$ cat src/rtl/core_types_pkg.sv
// Shared core types: ALU and divider operation encodings plus divider special-case constants.
package core_types_pkg;

  typedef enum logic [3:0] {
    ALU_ADD  = 4'd0,
    ALU_SUB  = 4'd1,
    ALU_AND  = 4'd2,
    ALU_OR   = 4'd3,
    ALU_XOR  = 4'd4,
    ALU_SLL  = 4'd5,
    ALU_SRL  = 4'd6,
    ALU_SRA  = 4'd7,
    ALU_SLT  = 4'd8,
    ALU_SLTU = 4'd9
  } alu_op_t;

  // Encoding matches funct3[1:0] of the M-extension divide group.
  typedef enum logic [1:0] {
    DIV  = 2'b00,
    DIVU = 2'b01,
    REM  = 2'b10,
    REMU = 2'b11
  } div_op_t;

  localparam logic [31:0] DIV_ZERO_QUOT = 32'hFFFF_FFFF;
  localparam logic [31:0] DIV_OVF_QUOT  = 32'h8000_0000;
  localparam logic [31:0] DIV_OVF_REM   = 32'h0000_0000;
  localparam logic [31:0] DIV_INT_MIN   = 32'h8000_0000;

  function automatic logic div_is_rem(input div_op_t op);
    return op[1];
  endfunction

  function automatic logic div_is_signed(input div_op_t op);
    return ~op[0];
  endfunction

endpackage

$ cat src/rtl/div_unit.sv
// Iterative 32-bit restoring divider (one quotient bit per cycle) for the M-extension
// divide group, with single-cycle handling of divide-by-zero and signed overflow.
module div_unit
  import core_types_pkg::*;
(
  input  logic        clk,
  input  logic        rst_n,
  input  logic        in_valid,
  output logic        in_ready,
  input  div_op_t     op,
  input  logic [31:0] rs1,
  input  logic [31:0] rs2,
  input  logic        flush,
  output logic        out_valid,
  input  logic        out_ready,
  output logic [31:0] result
);

  typedef enum logic [1:0] {
    S_IDLE = 2'd0,
    S_CALC = 2'd1,
    S_DONE = 2'd2
  } state_t;

  state_t      state_q, state_d;
  logic [5:0]  cnt_q, cnt_d;
  logic [31:0] result_q, result_d;
  logic [32:0] rem_q, rem_d;
  logic [31:0] dq_q, dq_d;
  logic [31:0] dsr_q, dsr_d;
  div_op_t     op_q, op_d;
  logic        qneg_q, qneg_d;
  logic        rneg_q, rneg_d;

  logic        accept;
  logic        in_signed;
  logic        s1_neg, s2_neg;
  logic [31:0] abs1, abs2;
  logic        spec_zero, spec_ovf;
  logic [31:0] spec_result;

  logic [33:0] rem_shift;
  logic [33:0] rem_diff;
  logic        step_ok;
  logic [32:0] rem_step;
  logic [31:0] quo_step;
  logic [31:0] quo_final, rem_final;

  assign in_ready  = (state_q == S_IDLE);
  assign out_valid = (state_q == S_DONE);
  assign result    = result_q;

  assign accept    = in_valid & in_ready & ~flush;
  assign in_signed = div_is_signed(op);
  assign s1_neg    = in_signed & rs1[31];
  assign s2_neg    = in_signed & rs2[31];
  assign abs1      = s1_neg ? (32'd0 - rs1) : rs1;
  assign abs2      = s2_neg ? (32'd0 - rs2) : rs2;

  assign spec_zero = (rs2 == 32'd0);
  assign spec_ovf  = in_signed & (rs1 == DIV_INT_MIN) & (rs2 == 32'hFFFF_FFFF);

  always_comb begin
    spec_result = div_is_rem(op) ? DIV_OVF_REM : DIV_OVF_QUOT;
    if (spec_zero) begin
      spec_result = div_is_rem(op) ? rs1 : DIV_ZERO_QUOT;
    end
  end

  // Restoring step: dq_q shifts the dividend out at the top and the quotient in at the bottom.
  assign rem_shift = {rem_q, dq_q[31]};
  assign rem_diff  = rem_shift - {2'b00, dsr_q};
  assign step_ok   = ~rem_diff[33];
  assign rem_step  = step_ok ? rem_diff[32:0] : rem_shift[32:0];
  assign quo_step  = {dq_q[30:0], step_ok};

  assign quo_final = qneg_q ? (32'd0 - quo_step) : quo_step;
  assign rem_final = rneg_q ? (32'd0 - rem_step[31:0]) : rem_step[31:0];

  always_comb begin
    state_d  = state_q;
    cnt_d    = cnt_q;
    result_d = result_q;
    rem_d    = rem_q;
    dq_d     = dq_q;
    dsr_d    = dsr_q;
    op_d     = op_q;
    qneg_d   = qneg_q;
    rneg_d   = rneg_q;

    if (flush) begin
      state_d = S_IDLE;
    end else begin
      unique case (state_q)
        S_IDLE: begin
          if (accept) begin
            op_d   = op;
            qneg_d = s1_neg ^ s2_neg;
            rneg_d = s1_neg;
            dq_d   = abs1;
            dsr_d  = abs2;
            rem_d  = 33'd0;
            cnt_d  = 6'd0;
            if (spec_zero || spec_ovf) begin
              result_d = spec_result;
              state_d  = S_DONE;
            end else begin
              state_d = S_CALC;
            end
          end
        end
        S_CALC: begin
          rem_d = rem_step;
          dq_d  = quo_step;
          cnt_d = cnt_q + 6'd1;
          if (cnt_q == 6'd31) begin
            result_d = div_is_rem(op_q) ? rem_final : quo_final;
            state_d  = S_DONE;
          end
        end
        S_DONE: begin
          if (out_ready) state_d = S_IDLE;
        end
        default: state_d = S_IDLE;
      endcase
    end
  end

  always_ff @(posedge clk or negedge rst_n) begin
    if (!rst_n) begin
      state_q  <= S_IDLE;
      cnt_q    <= 6'd0;
      result_q <= 32'd0;
    end else begin
      state_q  <= state_d;
      cnt_q    <= cnt_d;
      result_q <= result_d;
    end
  end

  // Operand/datapath registers are only meaningful after an accept, so they carry no reset.
  always_ff @(posedge clk) begin
    rem_q  <= rem_d;
    dq_q   <= dq_d;
    dsr_q  <= dsr_d;
    op_q   <= op_d;
    qneg_q <= qneg_d;
    rneg_q <= rneg_d;
  end

endmodule

$ cat config.mk
export PLATFORM = sky130hd
export DESIGN_NAME = div_unit
export DESIGN_NICKNAME = d
export VERILOG_FILES = /design/src/rtl/core_types_pkg.sv /design/src/rtl/div_unit.sv
export SDC_FILE = /design/constraint.sdc
export NUM_CORES = 1
export LEC_CHECK = 0
export ABC_CLOCK_PERIOD_IN_PS = 6200
export CORE_UTILIZATION = 59
export CTS_BUF_LIST = sky130_fd_sc_hd__clkbuf_2
export CTS_CLUSTER_DIAMETER = 100
export CTS_CLUSTER_SIZE = 28
export DETAILED_ROUTE_END_ITERATION = 16
export PLACE_DENSITY_LB_ADDON = 0.1
export SLEW_MARGIN = 20
export SYNTH_ARGS = -nofsm -noshare
export SYNTH_HDL_FRONTEND = slang
export SYNTH_SLANG_ARGS = --single-unit
$ cat constraint.sdc
create_clock -name clk -period 6.2 [get_ports clk]
set_clock_uncertainty 0.1 [all_clocks]
set_input_delay 0.62 -clock clk [delete_from_list [all_inputs] [get_ports clk]]
set_output_delay 0.62 -clock clk [all_outputs]
set_load 0.02 [all_outputs]
==> results.py, run 1 <==
metrics = {
    "floorplanning": {
        "dieArea_mm2": 0.0199,
        "core-area_mm2": 0.0188,
        "ioPinCount": 105,
        "start_util": 0.605,
        "rows": 50,
        "die_w_um": 141,
        "fp.dieH_um": 141,
    },
    "job": {
        "cap_viol_max_count": 0,
    },
    "synth": {
        "synthFlopType": "edfxtp_1",
        "synthSimpleGateAreaFrac": 0.187,
        "syn-num-nets": 1452,
        "async_reset_ff_frac": 0.286,
        "yosysWarnings": 0,
        "synth_top_family_by_area": "compound AO/OA/AOI/OAI gates",
        "synth-seq-cells": 140,
        "synthTopCellsByArea": "edfxtp_1 26%, dfrtp_1 8.8%, xnor2_1 6.6%",
        "yosys.area_share.adder": 0.0435,
        "synthCells": 1342,
        "synth_xor_area_frac": 0.114,
        "synth-edff-count": 100,
        "avgSynthCellArea_um2": 8.49,
        "synth_cell_types": 90,
        "syn_area_mm2": 0.0114,
        "yosysSeqAreaShare": 0.352,
        "synthMuxAreaShare": 0.0338,
        "yosysTopAreaCell": "edfxtp_1",
        "synth_compound_area_frac": 0.215,
        "synth_top_cell_area_share": 0.264,
    },
    "setup_path": {
        "crit_fanout": 37,
        "crit_family": "compound AO/OA/AOI/OAI gates",
        "arrival_ps": 5550,
        "cp.required_ps": 6850,
        "cp-start-kind": "flip-flop",
        "path_buf_inv": 2,
        "slowest_delay_ps": 530,
        "path_class": "flip-flop to flip-flop",
        "crit_slowest_cell": "edfxtp_1",
        "end_kind": "flip-flop",
        "crit_path_cell_trace": "ha_1 -> nor2b_1 -> o31ai_1 -> a2111o_1 -> o211ai_2 -> o41ai_2 -> buf_4 -> nor2_4 -> inv_8 -> mux2i_1 -> ha_1 -> nand2_1 -> o41ai_4 -> nand3_1 -> nor2_1 -> mux2i_1 -> nand4_1 -> nand2_1",
    },
    "pwr": {
        "leakage_nw": 4.85,
        "peakVddDrop_v": 0.000158,
        "power_density_mw_per_mm2": 251,
        "p_total_mw": 3.21,
    },
    "final_layout": {
        "nNetsFinal": 1522,
        "drive_gt1_frac": 0.0554,
        "fill_cells": 1591,
        "syn_to_final_growth_pct": 12.3,
        "utilization": 0.679,
        "instances_no_fill": 1686,
    },
    "routing": {
        "drtIter0Drc": 902,
        "remaining_drc_errors": 0,
        "post_drt_wl_per_cell_um": 19.0,
        "routed_via_density": 6.19,
        "ant_nets": 0,
        "routed_wl_mm": 32.1,
        "drt_first_pass_iters": 6,
        "route.vias.total": 10400,
    },
    "global_routing": {
        "grtUsageTotal": 0.331,
        "grt_max_degree": 66,
        "grt.overflow.total": 0,
        "use_met3": 0.0482,
        "antenna_found_initial": 1,
        "grt.busiest_layer": "met2",
        "gr-usage-met2": 0.545,
        "grt_pass1_vias": 9673,
        "use_met1": 0.446,
        "grt_pass1_wl_mm": 50.9,
    },
    "clock_network": {
        "cts_buffers": 17,
        "insertion_delay_ps": 790,
        "clockBufferDepth": 2,
        "holdBufCountCts": 1,
        "cts_tree": "built",
        "path_clk_slew_ps": 240,
        "cts.sinks": 140,
        "h-tree-depth": 4,
        "postCtsResizedCells": 0,
        "cts_setup_buffers": 0,
        "cts-root-buf": "clkbuf_2",
    },
    "sta": {
        "fmaxAchievable_mhz": 204,
        "worst_pin_slew_ps": 1060,
        "drv_slew": 0,
        "rsz0062_at_grt": "no",
        "period_share": 0.790,
        "relSlewSlack": 0.293,
        "finalSetupTns_ps": 0,
        "hold_slack_ps": 225,
        "setup_violations": 0,
        "final_hold_viol_count": 0,
        "period_needed_ps": 4900,
    },
    "placed_design": {
        "gp_congestion": 0.914,
        "dp.cells": 1652,
        "io_buffers": 104,
        "hpwl_mm": 24.1,
    },
    "status": {
        "status": "finished, final reports clean",
    },
    "hold_path": {
        "worstHoldPathType": "primary input to asynchronous set/reset pin",
    },
}
==> flip-flops by register name, summed over array words and instances, names as in the netlist <==
| signal | flops |
|---|---|
| rneg_q | 1 |
| state_q | 2 |
| result | 32 |
| dsr_q | 32 |
| qneg_q | 1 |
| dq_q | 32 |
| op_q | 1 |
| cnt_q | 6 |
| rem_q | 33 |
==> synthesized netlist by cell type, drive strengths merged, types with 4 or more instances <==
cell,n
nor2,144
o21ai,129
a21oi,127
nand2,125
edfxtp,100
xnor2,86
inv,69
xor2,62
clkbuf,51
dfrtp,40
ha,38
mux2i,34
nor3,34
nand4,22
o31ai,22
or3,19
a211oi,18
nor2b,18
nand3,16
a31oi,14
nand2b,14
nor4,14
buf,12
o21a,10
o211ai,8
o41ai,8
and2,7
or4,7
a21o,6
a221oi,6
and3,6
o31a,6
a211o,5
a31o,4
mux2,4
o21bai,4
o41a,4
or2,4
==> per-layer routing <==
| layer | part of all wire | routed length, um |
|---|---|---|
| met2 | 0.47 | 15200 |
| met1 | 0.43 | 13800 |
| met3 | 0.063 | 2020 |
| met4 | 0.031 | 996 |
| met5 | 0 | 0 |
==> path summary, 6_finish.rpt <==
check / slack [ps] / from / to / depth (start not counted)
worst min register to register: 430 / result[3] / result[3] / 2
worst min-delay path: 230 / rst_n / result[28] / 2
worst max register to register: 1300 / rem_q[0] / result[28] / 18
max in group asynchronous: 5370 / rst_n / result[20] / 2
worst max-delay path: 1300 / rem_q[0] / result[28] / 18
min in group clk: 280 / out_ready / state_q[1] / 2
==> cell families after synthesis <==
group,count (synthesis)
muxes,38
buffers and inverters,136
adders and majority gates,39
xor gates and xnor gates,148
DFF,140
and+or+nand+nor,446
AOI/OAI and AO/OA,395
==> through the flow <==
stage | area [um^2] | worst slack [ps]
final | 12800 | 1300
after global routing | 12800 | 958
after CTS | 12800 | 1400
after detailed placement | 12500 | 1440
after global placement | 12500 | 1560
after floorplan | 11400 | 1550
==> report_power, final <==
| group | internal, mW | switching [mW] | leakage [nW] | total, mW |
|---|---|---|---|---|
| clock | 0.265 | 0.382 | 0.156 | 0.647 |
| combinational | 0.534 | 0.758 | 3.22 | 1.29 |
| sequential | 1.16 | 0.113 | 1.47 | 1.27 |
| total | 1.96 | 1.25 | 4.85 | 3.21 |
==> cell type report <==
class	count	area [um^2]	area share
multi-input combinational	1066	6780	0.530
sequential	140	4000	0.313
timing repair buffer	117	1130	0.0886
tap	260	325	0.0254
inverter	70	270	0.0211
clock inverter	15	195	0.0153
clock buffer	17	85.1	0.00665
antenna	1	2.50	0.000196
==> cells in the final DEF, fill, tap and decap left out, types with 10 or more instances in the layout <==
master             n
o21a_1            10
xor2_1            62
nand2b_1          14
nand3_1           16
nor3_1            34
inv_1             67
dfrtp_1           40
o21ai_1           10
nor4_1            14
clkdlybuf4s50_1  102
or3_1             18
buf_4             13
a31oi_1           14
nand4_1           22
a21oi_1          126
nor2b_1           17
xnor2_1           86
nor2_1           141
mux2i_1           34
ha_1              38
o21ai_0          119
o31ai_1           21
a211oi_1          18
edfxtp_1         100
clkbuf_2          17
nand2_1          125
Note: power is estimated with default switching activity, not from simulation.
==> run 2, diff against run 1 <==
- ABC_CLOCK_PERIOD_IN_PS: 6200 -> 5000
- clock period: 6.2 -> 5 ns (I/O delays scaled with it)
==> run 2 against run 1 <==
  * Power grew 23%
  * Register-to-register slack lost 950 ps
  * Maximum frequency grew 5.4%
==> results.py, run 2 (synthesis gave the netlist of run 1 again) <==
metrics = {
    "sta": {
        "period_share": 0.929,
        "period_needed_ps": 4650,
        "fmaxAchievable_mhz": 215,
        "relSlewSlack": 0.322,
        "final_hold_viol_count": 0,
        "rsz0062_at_grt": "no",
        "setup_violations": 0,
        "drv_slew": 0,
        "finalSetupTns_ps": 0,
        "worst_pin_slew_ps": 1020,
    },
    "routing": {
        "routed_wl_mm": 32.3,
        "drt_first_pass_iters": 7,
        "remaining_drc_errors": 0,
        "post_drt_wl_per_cell_um": 19.0,
        "routed_via_density": 6.20,
        "ant_nets": 0,
        "drtIter0Drc": 814,
        "route.vias.total": 10500,
    },
    "setup_path": {
        "crit_fanout": 6,
        "r2r-start": "dq_q[31]",
        "cp.required_ps": 5640,
        "rr_endpoint": "result[25]",
        "end_kind": "flip-flop",
        "crit_path_cell_trace": "inv_1 -> ha_1 -> inv_1 -> fa_1 -> a21o_1 -> a221oi_4 -> a21oi_1 -> xor2_1 -> or4b_1 -> or4_1 -> o41a_1 -> and4bb_4 -> a31oi_1 -> xnor2_1 -> a21oi_1 -> o21ai_1",
        "cp-start-kind": "flip-flop",
        "arrival_ps": 5280,
        "crit_family": "compound AO/OA/AOI/OAI gates",
        "reg2reg_slack_ps": 350,
        "slowest_delay_ps": 560,
        "path_buf_inv": 2,
        "crit_slowest_cell": "or4b_1",
        "path_class": "flip-flop to flip-flop",
        "r2r_cells": 16,
    },
    "floorplanning": {
        "core-area_mm2": 0.0188,
        "fp.dieH_um": 141,
        "ioPinCount": 105,
        "rows": 50,
        "die_w_um": 141,
        "dieArea_mm2": 0.0199,
        "start_util": 0.605,
    },
    "hold_path": {
        "worstHoldPathType": "primary input to flip-flop",
        "min_from": "out_ready",
        "holdPathEnd": "state_q[1]",
        "whs_path_depth": 2,
    },
    "final_layout": {
        "drive_gt1_frac": 0.0628,
        "regMostFlops": "rem_q",
        "largest_register_ffs": 33,
        "layout_common_cells": "141 x nor2_1, 126 x a21oi_1, 125 x nand2_1",
        "ff_latch_area_mm2": 0.00400,
        "nNetsFinal": 1531,
        "utilization": 0.683,
        "fill_cells": 1619,
        "multi_input_comb_area_mm2": 0.00678,
        "stdcell_area_mm2": 0.0129,
        "final_common_cell": "nor2_1",
        "syn_to_final_growth_pct": 12.9,
    },
    "status": {
        "status": "finished, final reports clean",
    },
    "clock_network": {
        "cts_setup_buffers": 0,
        "cts_tree": "built",
        "h-tree-depth": 4,
        "clockBufferDepth": 2,
        "cts_buffers": 17,
        "insertion_delay_ps": 790,
        "path_clk_slew_ps": 230,
        "cts-root-buf": "clkbuf_2",
        "cts.sinks": 140,
    },
    "placed_design": {
        "gp_congestion": 0.906,
        "io_buffers": 104,
        "hpwl_mm": 24.3,
        "dpl_cell_area_mm2": 0.0126,
    },
    "global_routing": {
        "grt_max_degree": 44,
        "grt.overflow.total": 0,
        "antenna_found_initial": 1,
        "grtUsageTotal": 0.332,
        "grt_pass1_vias": 9894,
        "grt_pass1_wl_mm": 51.1,
    },
    "pwr": {
        "power_density_mw_per_mm2": 309,
        "peakVddDrop_v": 0.000221,
        "leakage_nw": 4.88,
    },
    "job": {
        "cap_viol_max_count": 0,
    },
}
## run 2: timing repair
item / in CTS / in global routing
hold buffers: 1 / 0
gates resized for setup: 0 / 1
setup endpoints to repair: 0 / 2
endpoints found under the hold margin: 40 / 0
## run 2: layout make-up
type                    count  area share
multi-input cells        1066       0.528
flip-flops and latches    140       0.311
repair buffers            126      0.0942
diodes                      1    0.000195
well taps                 260      0.0253
inverters                  70      0.0210
clock inverters            14      0.0132
clock buffers              18     0.00701
## run 2: report_power, final
| group | switching, mW | internal (mW) |
|---|---|---|
| clock | 0.470 | 0.282 |
| combinational | 0.950 | 0.677 |
| sequential | 0.149 | 1.44 |
## run 2: per-layer routing
layer | GRT usage | vias up | part of all wire
met2 | 0.545 | 440 | 0.47
met3 | 0.0499 | 69 | 0.072
met4 | 0.136 | 0 | 0.032
met5 | 0 | - | 0
li1 | - | 5016 | -
met1 | 0.440 | 4977 | 0.43
## run 2: worst max-delay path by stage
stage,startpoint,endpoint,cells past startpoint
after detailed placement,rem_q[0],result[26],17
after global routing,rem_q[29],result[22],17
after floorplan,rem_q[6],result[10],21
after global placement,dq_q[31],result[29],16
after CTS,rem_q[0],result[26],17
final,dq_q[31],result[25],16
## run 2: stage by stage
stage	setup WS, ps	total power [mW]	cells	hold WS (ps)
after floorplan	354	2.64	1342	104
after global placement	498	3.18	1660	379
after detailed placement	438	3.21	1660	377
after CTS	389	3.95	1693	137
after global routing	61.5	4.16	1695	150
final	354	3.97	1695	148
